<file path="src/rtl/seq_ctrl_if.sv">
// seq_ctrl handshake bundle: run control, sequencer feedback and status.
// master drives requests and sequencer state; slave is the controller.
interface seq_ctrl_if;
  logic       start;
  logic [3:0] num_seq;
  logic       hold;
  logic       abort;
  logic [1:0] seq_state;
  logic       seq_terminal;
  logic       pause;
  logic       restart;
  logic       busy;
  logic       done;
  logic [4:0] count;
  logic       err;

  modport master (
    output start, num_seq, hold, abort,
    output seq_state, seq_terminal,
    input  pause, restart, busy, done, count, err
  );

  modport slave (
    input  start, num_seq, hold, abort,
    input  seq_state, seq_terminal,
    output pause, restart, busy, done, count, err
  );
endinterface

</file>
<file path="src/rtl/seq_ctrl.sv">
// seq_ctrl: runs num_seq three-state sequencer cycles with hold/abort.
// Define SEQ_CHECK_EN to build the sequencer protocol checker (err).
module seq_ctrl (
  input  logic      clk,
  input  logic      rst_n,
  seq_ctrl_if.slave bus
);

  typedef enum logic [1:0] {
    IDLE  = 2'd0,
    RUN   = 2'd1,
    FLUSH = 2'd2
  } state_e;

  state_e     state_q, state_d;
  logic [4:0] count_q, count_d;
  logic [4:0] tgt_q, tgt_d;
  logic [4:0] count_inc;
  logic       done_q, done_d;

  assign count_inc = count_q + 5'd1;

  always_ff @(posedge clk or negedge rst_n) begin
    if (!rst_n) begin
      state_q <= IDLE;
      count_q <= 5'd0;
      tgt_q   <= 5'd0;
      done_q  <= 1'b0;
    end else begin
      state_q <= state_d;
      count_q <= count_d;
      tgt_q   <= tgt_d;
      done_q  <= done_d;
    end
  end

  always_comb begin
    state_d = state_q;
    count_d = count_q;
    tgt_d   = tgt_q;
    done_d  = 1'b0;
    unique case (state_q)
      IDLE: begin
        if (bus.start && !bus.abort) begin
          state_d = RUN;
          count_d = 5'd0;
          tgt_d   = (bus.num_seq == 4'd0) ? 5'd16
                                          : {1'b0, bus.num_seq};
        end
      end
      RUN: begin
        if (bus.abort) begin
          state_d = FLUSH;
        end else if (bus.seq_terminal &&
                     count_q != 5'd16) begin
          count_d = count_inc;
          if (count_inc == tgt_q) begin
            state_d = IDLE;
            done_d  = 1'b1;
          end
        end
      end
      FLUSH: state_d = IDLE;
      default: state_d = IDLE;
    endcase
  end

  // Sequencer is frozen at FIRST whenever the controller is not running.
  assign bus.pause   = (state_q == RUN) ? bus.hold
                                        : (state_q == IDLE);
  assign bus.restart = (state_q != RUN);
  assign bus.busy    = (state_q != IDLE);
  assign bus.done    = done_q;
  assign bus.count   = count_q;

`ifdef SEQ_CHECK_EN
  logic [1:0] prev_st_q;
  logic       prev_pse_q;
  logic       prev_rst_q;
  logic       hist_q;
  logic       err_q, err_d;
  logic [1:0] exp_st;

  always_ff @(posedge clk or negedge rst_n) begin
    if (!rst_n) begin
      prev_st_q  <= 2'b11;
      prev_pse_q <= 1'b1;
      prev_rst_q <= 1'b1;
      hist_q     <= 1'b0;
      err_q      <= 1'b0;
    end else begin
      prev_st_q  <= bus.seq_state;
      prev_pse_q <= bus.pause;
      prev_rst_q <= bus.restart;
      hist_q     <= 1'b1;
      err_q      <= err_d;
    end
  end

  always_comb begin
    exp_st = prev_st_q;
    if (prev_rst_q) begin
      exp_st = 2'b11;
    end else if (!prev_pse_q) begin
      unique case (prev_st_q)
        2'b11:   exp_st = 2'b01;
        2'b01:   exp_st = 2'b10;
        2'b10:   exp_st = 2'b11;
        default: exp_st = prev_st_q;
      endcase
    end
  end

  always_comb begin
    err_d = err_q;
    if (bus.seq_state == 2'b00)
      err_d = 1'b1;
    if (hist_q && bus.seq_state != exp_st)
      err_d = 1'b1;
  end

  assign bus.err = err_q;
`else
  logic unused_seq_state;
  assign unused_seq_state = ^bus.seq_state;
  assign bus.err = 1'b0;
`endif

endmodule

</file>
<file path="src/flat_wrapper.sv">
// flat-port wrapper written by rule: the top's interface ports become plain ports
module seq_ctrl_flat 
  (clk, rst_n, bus_start, bus_num_seq, bus_hold, bus_abort, bus_seq_state, bus_seq_terminal, bus_pause, bus_restart, bus_busy, bus_done, bus_count, bus_err);
  seq_ctrl_if bus_i ();
  input  logic clk;
  input  logic rst_n;
  input wire logic [$bits(bus_i.start)-1:0] bus_start;
  input wire logic [$bits(bus_i.num_seq)-1:0] bus_num_seq;
  input wire logic [$bits(bus_i.hold)-1:0] bus_hold;
  input wire logic [$bits(bus_i.abort)-1:0] bus_abort;
  input wire logic [$bits(bus_i.seq_state)-1:0] bus_seq_state;
  input wire logic [$bits(bus_i.seq_terminal)-1:0] bus_seq_terminal;
  output wire logic [$bits(bus_i.pause)-1:0] bus_pause;
  output wire logic [$bits(bus_i.restart)-1:0] bus_restart;
  output wire logic [$bits(bus_i.busy)-1:0] bus_busy;
  output wire logic [$bits(bus_i.done)-1:0] bus_done;
  output wire logic [$bits(bus_i.count)-1:0] bus_count;
  output wire logic [$bits(bus_i.err)-1:0] bus_err;
  assign bus_i.start = bus_start;
  assign bus_i.num_seq = bus_num_seq;
  assign bus_i.hold = bus_hold;
  assign bus_i.abort = bus_abort;
  assign bus_i.seq_state = bus_seq_state;
  assign bus_i.seq_terminal = bus_seq_terminal;
  assign bus_pause = bus_i.pause;
  assign bus_restart = bus_i.restart;
  assign bus_busy = bus_i.busy;
  assign bus_done = bus_i.done;
  assign bus_count = bus_i.count;
  assign bus_err = bus_i.err;
  seq_ctrl u_core (.clk(clk), .rst_n(rst_n), .bus(bus_i));
endmodule
</file>
<file path="config.mk">
export PLATFORM = sky130hd
export DESIGN_NAME = seq_ctrl_flat
export DESIGN_NICKNAME = d
export VERILOG_FILES = /design/src/rtl/seq_ctrl_if.sv /design/src/rtl/seq_ctrl.sv /design/src/flat_wrapper.sv
export SDC_FILE = /design/constraint.sdc
export NUM_CORES = 1
export LEC_CHECK = 0
export BUFFER_PORTS_ARGS = -buffer_cell sky130_fd_sc_hd__buf_4
export CAP_MARGIN = 20
export CORE_MARGIN = 2
export CORE_UTILIZATION = 40
export DETAILED_ROUTE_END_ITERATION = 8
export PLACE_DENSITY = 0.61
export SLEW_MARGIN = 20
export SYNTH_ARGS = -nofsm -noshare
export SYNTH_HDL_FRONTEND = slang
export SYNTH_SLANG_ARGS = --single-unit
export TNS_END_PERCENT = 50
</file>
<file path="constraint.sdc">
create_clock -name clk -period 4.6 [get_ports clk]
set_input_delay 0.92 -clock clk [delete_from_list [all_inputs] [get_ports clk]]
set_output_delay 0.92 -clock clk [all_outputs]
set_load 0.05 [all_outputs]
</file>
==> run summary, run 1 <==
initial antenna violation count: 0
share of layout cells above drive strength 1: 34.0%
RePlAce Congestion: 0.726
commonest non-fill, non-tap cell in the layout: buf_4
fin area: 977 um^2
TritonCTS Buffers: 3
Crit Path Class: in2out
number of nets still failing antenna checks after routing: 0
number of buffers inserted by hold repair at cts: 0
Yosys reg bits: 13
worst hold path type: in2async
R2R setup slack: 2.75 ns
buffers added on ports: 18
top_reg_cell synth: dfrtp_1
total gr overflow: 0
fillers: 191
Arr. time, crit path: 1.38 ns
Post-synth EDFFs: 0
outcome: finished clean
die height: 49.0 um
DR vias: 652
Critical Path Source Type: primary input
# resized after CTS: 0
first-pass GRT wire length: 2880 um
pre-CTS setup slack: 2.31 ns
WL/cell: 12.8 um
Placed Area: 950 um^2
largest net degree at the start of global routing: 14
H-tree level count: 1
die footprint: 2400 um^2
period utilization: 49.9%
n_diodes: 0
boundary pin count: 22
clk root buf: clkbuf_4
worst r2r src: u_core.bus.count[0]
Clock Skew: 0.000465 ns
Hold WS: 0.473 ns
nets@finish: 112
syn_nets: 93
Total Power: 0.000499 W
ys async rst share: 100%
Critical Path RT: 3.68 ns
synth warn: 0
Post-Route WL: 1580 um
TNS Setup: 0 ns
FF-to-FF path depth: 5
P per Cell Area: 511 nW/um^2
worst r2r dst: u_core.bus.done
most frequent cells in the layout: 18 x buf_4, 13 x dfrtp_1, 7 x nand3_1, 5 x inv_1
# DRC: 0
post-synthesis cell type count: 41
syn_area_per_cell: 10.2 um^2
dpl hpwl: 1170 um
proportion of synthesized chip area in sequential cells: 40.2%
clock-pin transition on the worst setup and hold timing paths: 0.08 ns
number of detailed-route iterations in the first pass: 4
clk_lat worst skew: 0.27 ns
Final Max Slew Viols: 0
Starting Density: 41.7%
setup ws final: 2.30 ns
Final Critical Period: 2.30 ns
Hold Fails Final Rpt: 0
Layout area overhead: 20.7%
Core Region: 1940 um^2
final setup violation count: 0
postcts setup bufs: 0
CP endpoint kind: output port
Sink Count: 13
static leakage: 0.457 nW
Die Wd: 49.0 um
Initial DRC Count: 5
RSZ-0062 raised after global routing: false
Max Fanout on Critical Path: 1
Site Rows: 16
area of the mapped netlist: 810 um^2
Syn Inst Count: 79
Worst VDD drop: 0.372 mV
maximum clock path buffer count: 2
All-Layer GR Usage: 15.4%
TritonCTS clock tree: done
Via density: 5.26
# Max-Cap Violations: 0
Max Clk Rate: 435 MHz
number of global-route vias before repair: 638
metal layers:
| layer | part of all wire [%] | global-route usage [%] |
|---|---|---|
| met2 | 48 | 25.3 |
| met4 | 0.76 | 5.71 |
| met1 | 49 | 20.7 |
| met5 | 0 | 0 |
| met3 | 2.2 | 1.84 |
report_power, final:
part           internal [W]  leakage, nW  switching [W]
combinational      0.000100        0.270       0.000147
clock             0.0000322       0.0177      0.0000384
sequential         0.000142        0.169      0.0000390
total              0.000275        0.457       0.000224
flip-flops by register name, indices dropped and copies added (netlist names):
name              flops
u_core.bus.count      5
u_core.tgt_q          5
u_core.bus.done       1
u_core.state_q        2
through the flow:
| stage | cells | util, % |
|---|---|---|
| 2_1_floorplan | 79 | - |
| 3_3_place_gp | 120 | 48.9 |
| 3_5_place_dp | 120 | 48.9 |
| 4_1_cts | 124 | 50.3 |
| 5_1_grt | 124 | 50.3 |
| 6_report | 124 | 50.3 |
worst max-delay path: stages:
cell	delay, ns
buf_4	0.08
inv_1	0.03
a21oi_1	0.13
buf_4	0.21
worst max path at each step:
stage                endpoint  slack (ns)     start  depth (start not counted)
floorplan           bus_pause        1.96  bus_hold                          2
global placement    bus_pause        2.33  bus_hold                          4
detailed placement  bus_pause        2.31  bus_hold                          4
CTS                 bus_pause        2.30  bus_hold                          4
global route        bus_pause        2.29  bus_hold                          4
finish              bus_pause        2.30  bus_hold                          4
cell usage after synthesis (all sizes together), types with 2 or more instances:
cell type | count | area share, %
nand2 | 4 | 1.9
nor3b | 2 | 2.5
buf | 4 | 3.6
dfrtp | 13 | 40
o21ai | 4 | 2.5
mux2 | 4 | 6.5
xor2 | 2 | 2.2
nand4 | 2 | 1.5
nand3 | 8 | 5.6
ha | 2 | 3.1
nor2b | 3 | 2.3
inv | 5 | 2.3
xnor2 | 3 | 3.2
kinds of logic (layout without fill, tap and decap cells):
group           Yosys count  in the layout  share of synthesized area [%]
buf+inv                   9             27                           5.87
simple gates             30             30                           24.7
compound gates           15             15                           13.8
other cells               1              1                          0.463
fa+ha+maj                 2              2                           3.09
xor+xnor                  5              5                           5.41
flops                    13             13                           40.2
mux                       4              4                           6.49
cell type report:
| class | count | area (um^2) | area share [%] |
|---|---|---|---|
| multi-input combinational | 57 | 437 | 44.7 |
| sequential | 13 | 325 | 33.3 |
| inverter | 5 | 18.8 | 1.92 |
| clock inverter | 1 | 5.00 | 0.512 |
| clock buffer | 3 | 22.5 | 2.30 |
| tap | 27 | 33.8 | 3.46 |
| timing repair buffer | 18 | 135 | 13.8 |
No activity file was read; power rests on OpenSTA's default activity.
==> inputs of run 2 (changes only) <==
--- a/config.mk
+++ b/config.mk
@@ -10,7 +10,7 @@
 export CORE_MARGIN = 2
 export CORE_UTILIZATION = 40
 export DETAILED_ROUTE_END_ITERATION = 8
-export PLACE_DENSITY = 0.61
+export PLACE_DENSITY = 0.63
 export SLEW_MARGIN = 20
 export SYNTH_ARGS = -nofsm -noshare
 export SYNTH_HDL_FRONTEND = slang
==> constraint.sdc (replaced) <==
create_clock -name clk -period 2.1 [get_ports clk]
set_input_delay 0.42 -clock clk [delete_from_list [all_inputs] [get_ports clk]]
set_output_delay 0.42 -clock clk [all_outputs]
set_load 0.05 [all_outputs]
==> run summary, run 2 (synthesis gave the netlist of run 1 again) <==
setup ws final: 0.292 ns (was 2.30 ns)
commonest non-fill, non-tap cell in the layout: buf_4 (unchanged)
Crit-path slowest cell: dfrtp_1 (was buf_4)
die footprint: 2400 um^2 (unchanged)
CP top delay family: compound AO/OA/AOI/OAI gates (was buffers and inverters)
number of nets still failing antenna checks after routing: 0 (unchanged)
Post-Route WL: 1550 um (was 1580 um)
fillers: 184 (was 191)
Critical Path Source Type: flip-flop (was primary input)
Critical Path RT: 2.32 ns (was 3.68 ns)
Hold WS: 0.383 ns (was 0.473 ns)
Crit Path Class: reg2reg (was in2out)
clk_lat worst skew: 0.27 ns (about the same)
Hold Path Origin: bus_num_seq[2]
Sink Count: 13 (unchanged)
dpl hpwl: 1150 um (was 1170 um)
nets@finish: 113 (was 112)
outcome: finished clean (unchanged)
TritonCTS Buffers: 3 (unchanged)
pre-CTS setup slack: 0.311 ns (was 2.31 ns)
clock-pin transition on the worst setup and hold timing paths: 0.08 ns (about the same)
CP endpoint kind: flip-flop (was output port)
worst path bufs/invs: 0 (was 3)
Final Max Slew Viols: 0 (unchanged)
crit path launch: u_core.bus.count[0] (was bus_hold)
# DRC: 0 (unchanged)
P per Cell Area: 1110 nW/um^2 (was 511 nW/um^2)
RePlAce Congestion: 0.731 (was 0.726)
TNS Setup: 0 ns (unchanged)
DR vias: 629 (was 652)
Layout area overhead: 21.9% (was 20.7%)
Crit path largest cell delay: 0.48 ns (was 0.21 ns)
total gr overflow: 0 (unchanged)
largest net degree at the start of global routing: 14 (unchanged)
WL/cell: 12.4 um (was 12.8 um)
number of global-route vias before repair: 659 (was 638)
period utilization: 86.1%
Max Fanout on Critical Path: 8 (was 1)
clk root buf: clkbuf_4 (unchanged)
maximum clock path buffer count: 2 (unchanged)
TritonCTS clock tree: done (unchanged)
Core Region: 1940 um^2 (unchanged)
RSZ-0062 raised after global routing: false (unchanged)
Die Wd: 49.0 um (unchanged)
# Max-Cap Violations: 0 (unchanged)
initial antenna violation count: 0 (unchanged)
Final Critical Period: 1.81 ns
n_diodes: 0 (unchanged)
H-tree level count: 1 (unchanged)
boundary pin count: 22 (unchanged)
most frequent cells in the layout: 18 x buf_4, 13 x dfrtp_1, 7 x nand3_1, 5 x inv_1 (unchanged)
Non-Filler Instances: 125 (was 124)
die height: 49.0 um (unchanged)
Initial DRC Count: 7 (was 5)
Site Rows: 16 (unchanged)
final setup violation count: 0 (unchanged)
Via density: 5.03 (was 5.26)
postcts setup bufs: 0 (unchanged)
Inst Count DP: 120 (unchanged)
number of buffers inserted by hold repair at cts: 1 (was 0)
static leakage: 0.461 nW (was 0.457 nW)
# resized after CTS: 0 (unchanged)
Hold Fails Final Rpt: 0 (unchanged)
Clock Skew: 0.00399 ns (was 0.000465 ns)
number of detailed-route iterations in the first pass: 4 (unchanged)
buffers added on ports: 18 (unchanged)
Max Clk Rate: 553 MHz
crit path cell chain: ha_1, nor2b_1, o31a_1, a2111oi_2, o21a_1 (was buf_4, inv_1, a21oi_1, buf_4)
All-Layer GR Usage: 14.9% (was 15.4%)
worst r2r src: u_core.bus.count[0] (unchanged)
share of layout cells above drive strength 1: 33.7% (was 34.0%)
worst hold path type: in2reg (was in2async)
Arr. time, crit path: 2.02 ns (was 1.38 ns)
first-pass GRT wire length: 2780 um (was 2880 um)
Worst VDD drop: 0.756 mV (was 0.372 mV)
Starting Density: 41.7% (unchanged)
## run 2: worst paths after layout
path	endpoint	slack [ns]	cells past startpoint
setup / recovery	u_core.bus.done	0.29	5
hold / removal	u_core.tgt_q[2]	0.38	2
setup reg to reg	u_core.bus.done	0.29	5
hold reg to reg	u_core.tgt_q[4]	0.52	2
max in group asynchronous	u_core.tgt_q[2]	1.42	2
min in group asynchronous	u_core.bus.count[4]	0.52	2
## run 2: through the flow
step                cell area [um^2]  power (W)  utilization (%)
floorplan                        810   0.000802                -
global route                     987    0.00118             50.8
CTS                              987    0.00110             50.8
finish                           987    0.00109             50.8
detailed placement               950   0.000941             48.9
global placement                 950   0.000932             48.9
## run 2: metal layers
metal  track usage, %  up-vias  share of wire (%)
met5                0        -                  0
met4             7.62        0               0.84
met3             2.15        2                2.4
met2             24.9        7                 48
met1             18.6      294                 49
li1                 -      326                  -
## run 2: power by group
group,internal (W),switching [W]
Clock,0.0000705,0.0000840
Combinational,0.000221,0.000321
Sequential,0.000312,0.0000855
## run 2: final cells by class
cell class                 count  area [um^2]  share of cell area [%]
clock buffer                   3         22.5                    2.28
clock inverter                 1         5.00                   0.507
inverter                       5         18.8                    1.90
multi-input combinational     57          437                    44.2
sequential                    13          325                    33.0
tap                           27         33.8                    3.42
timing repair buffer          19          145                    14.7
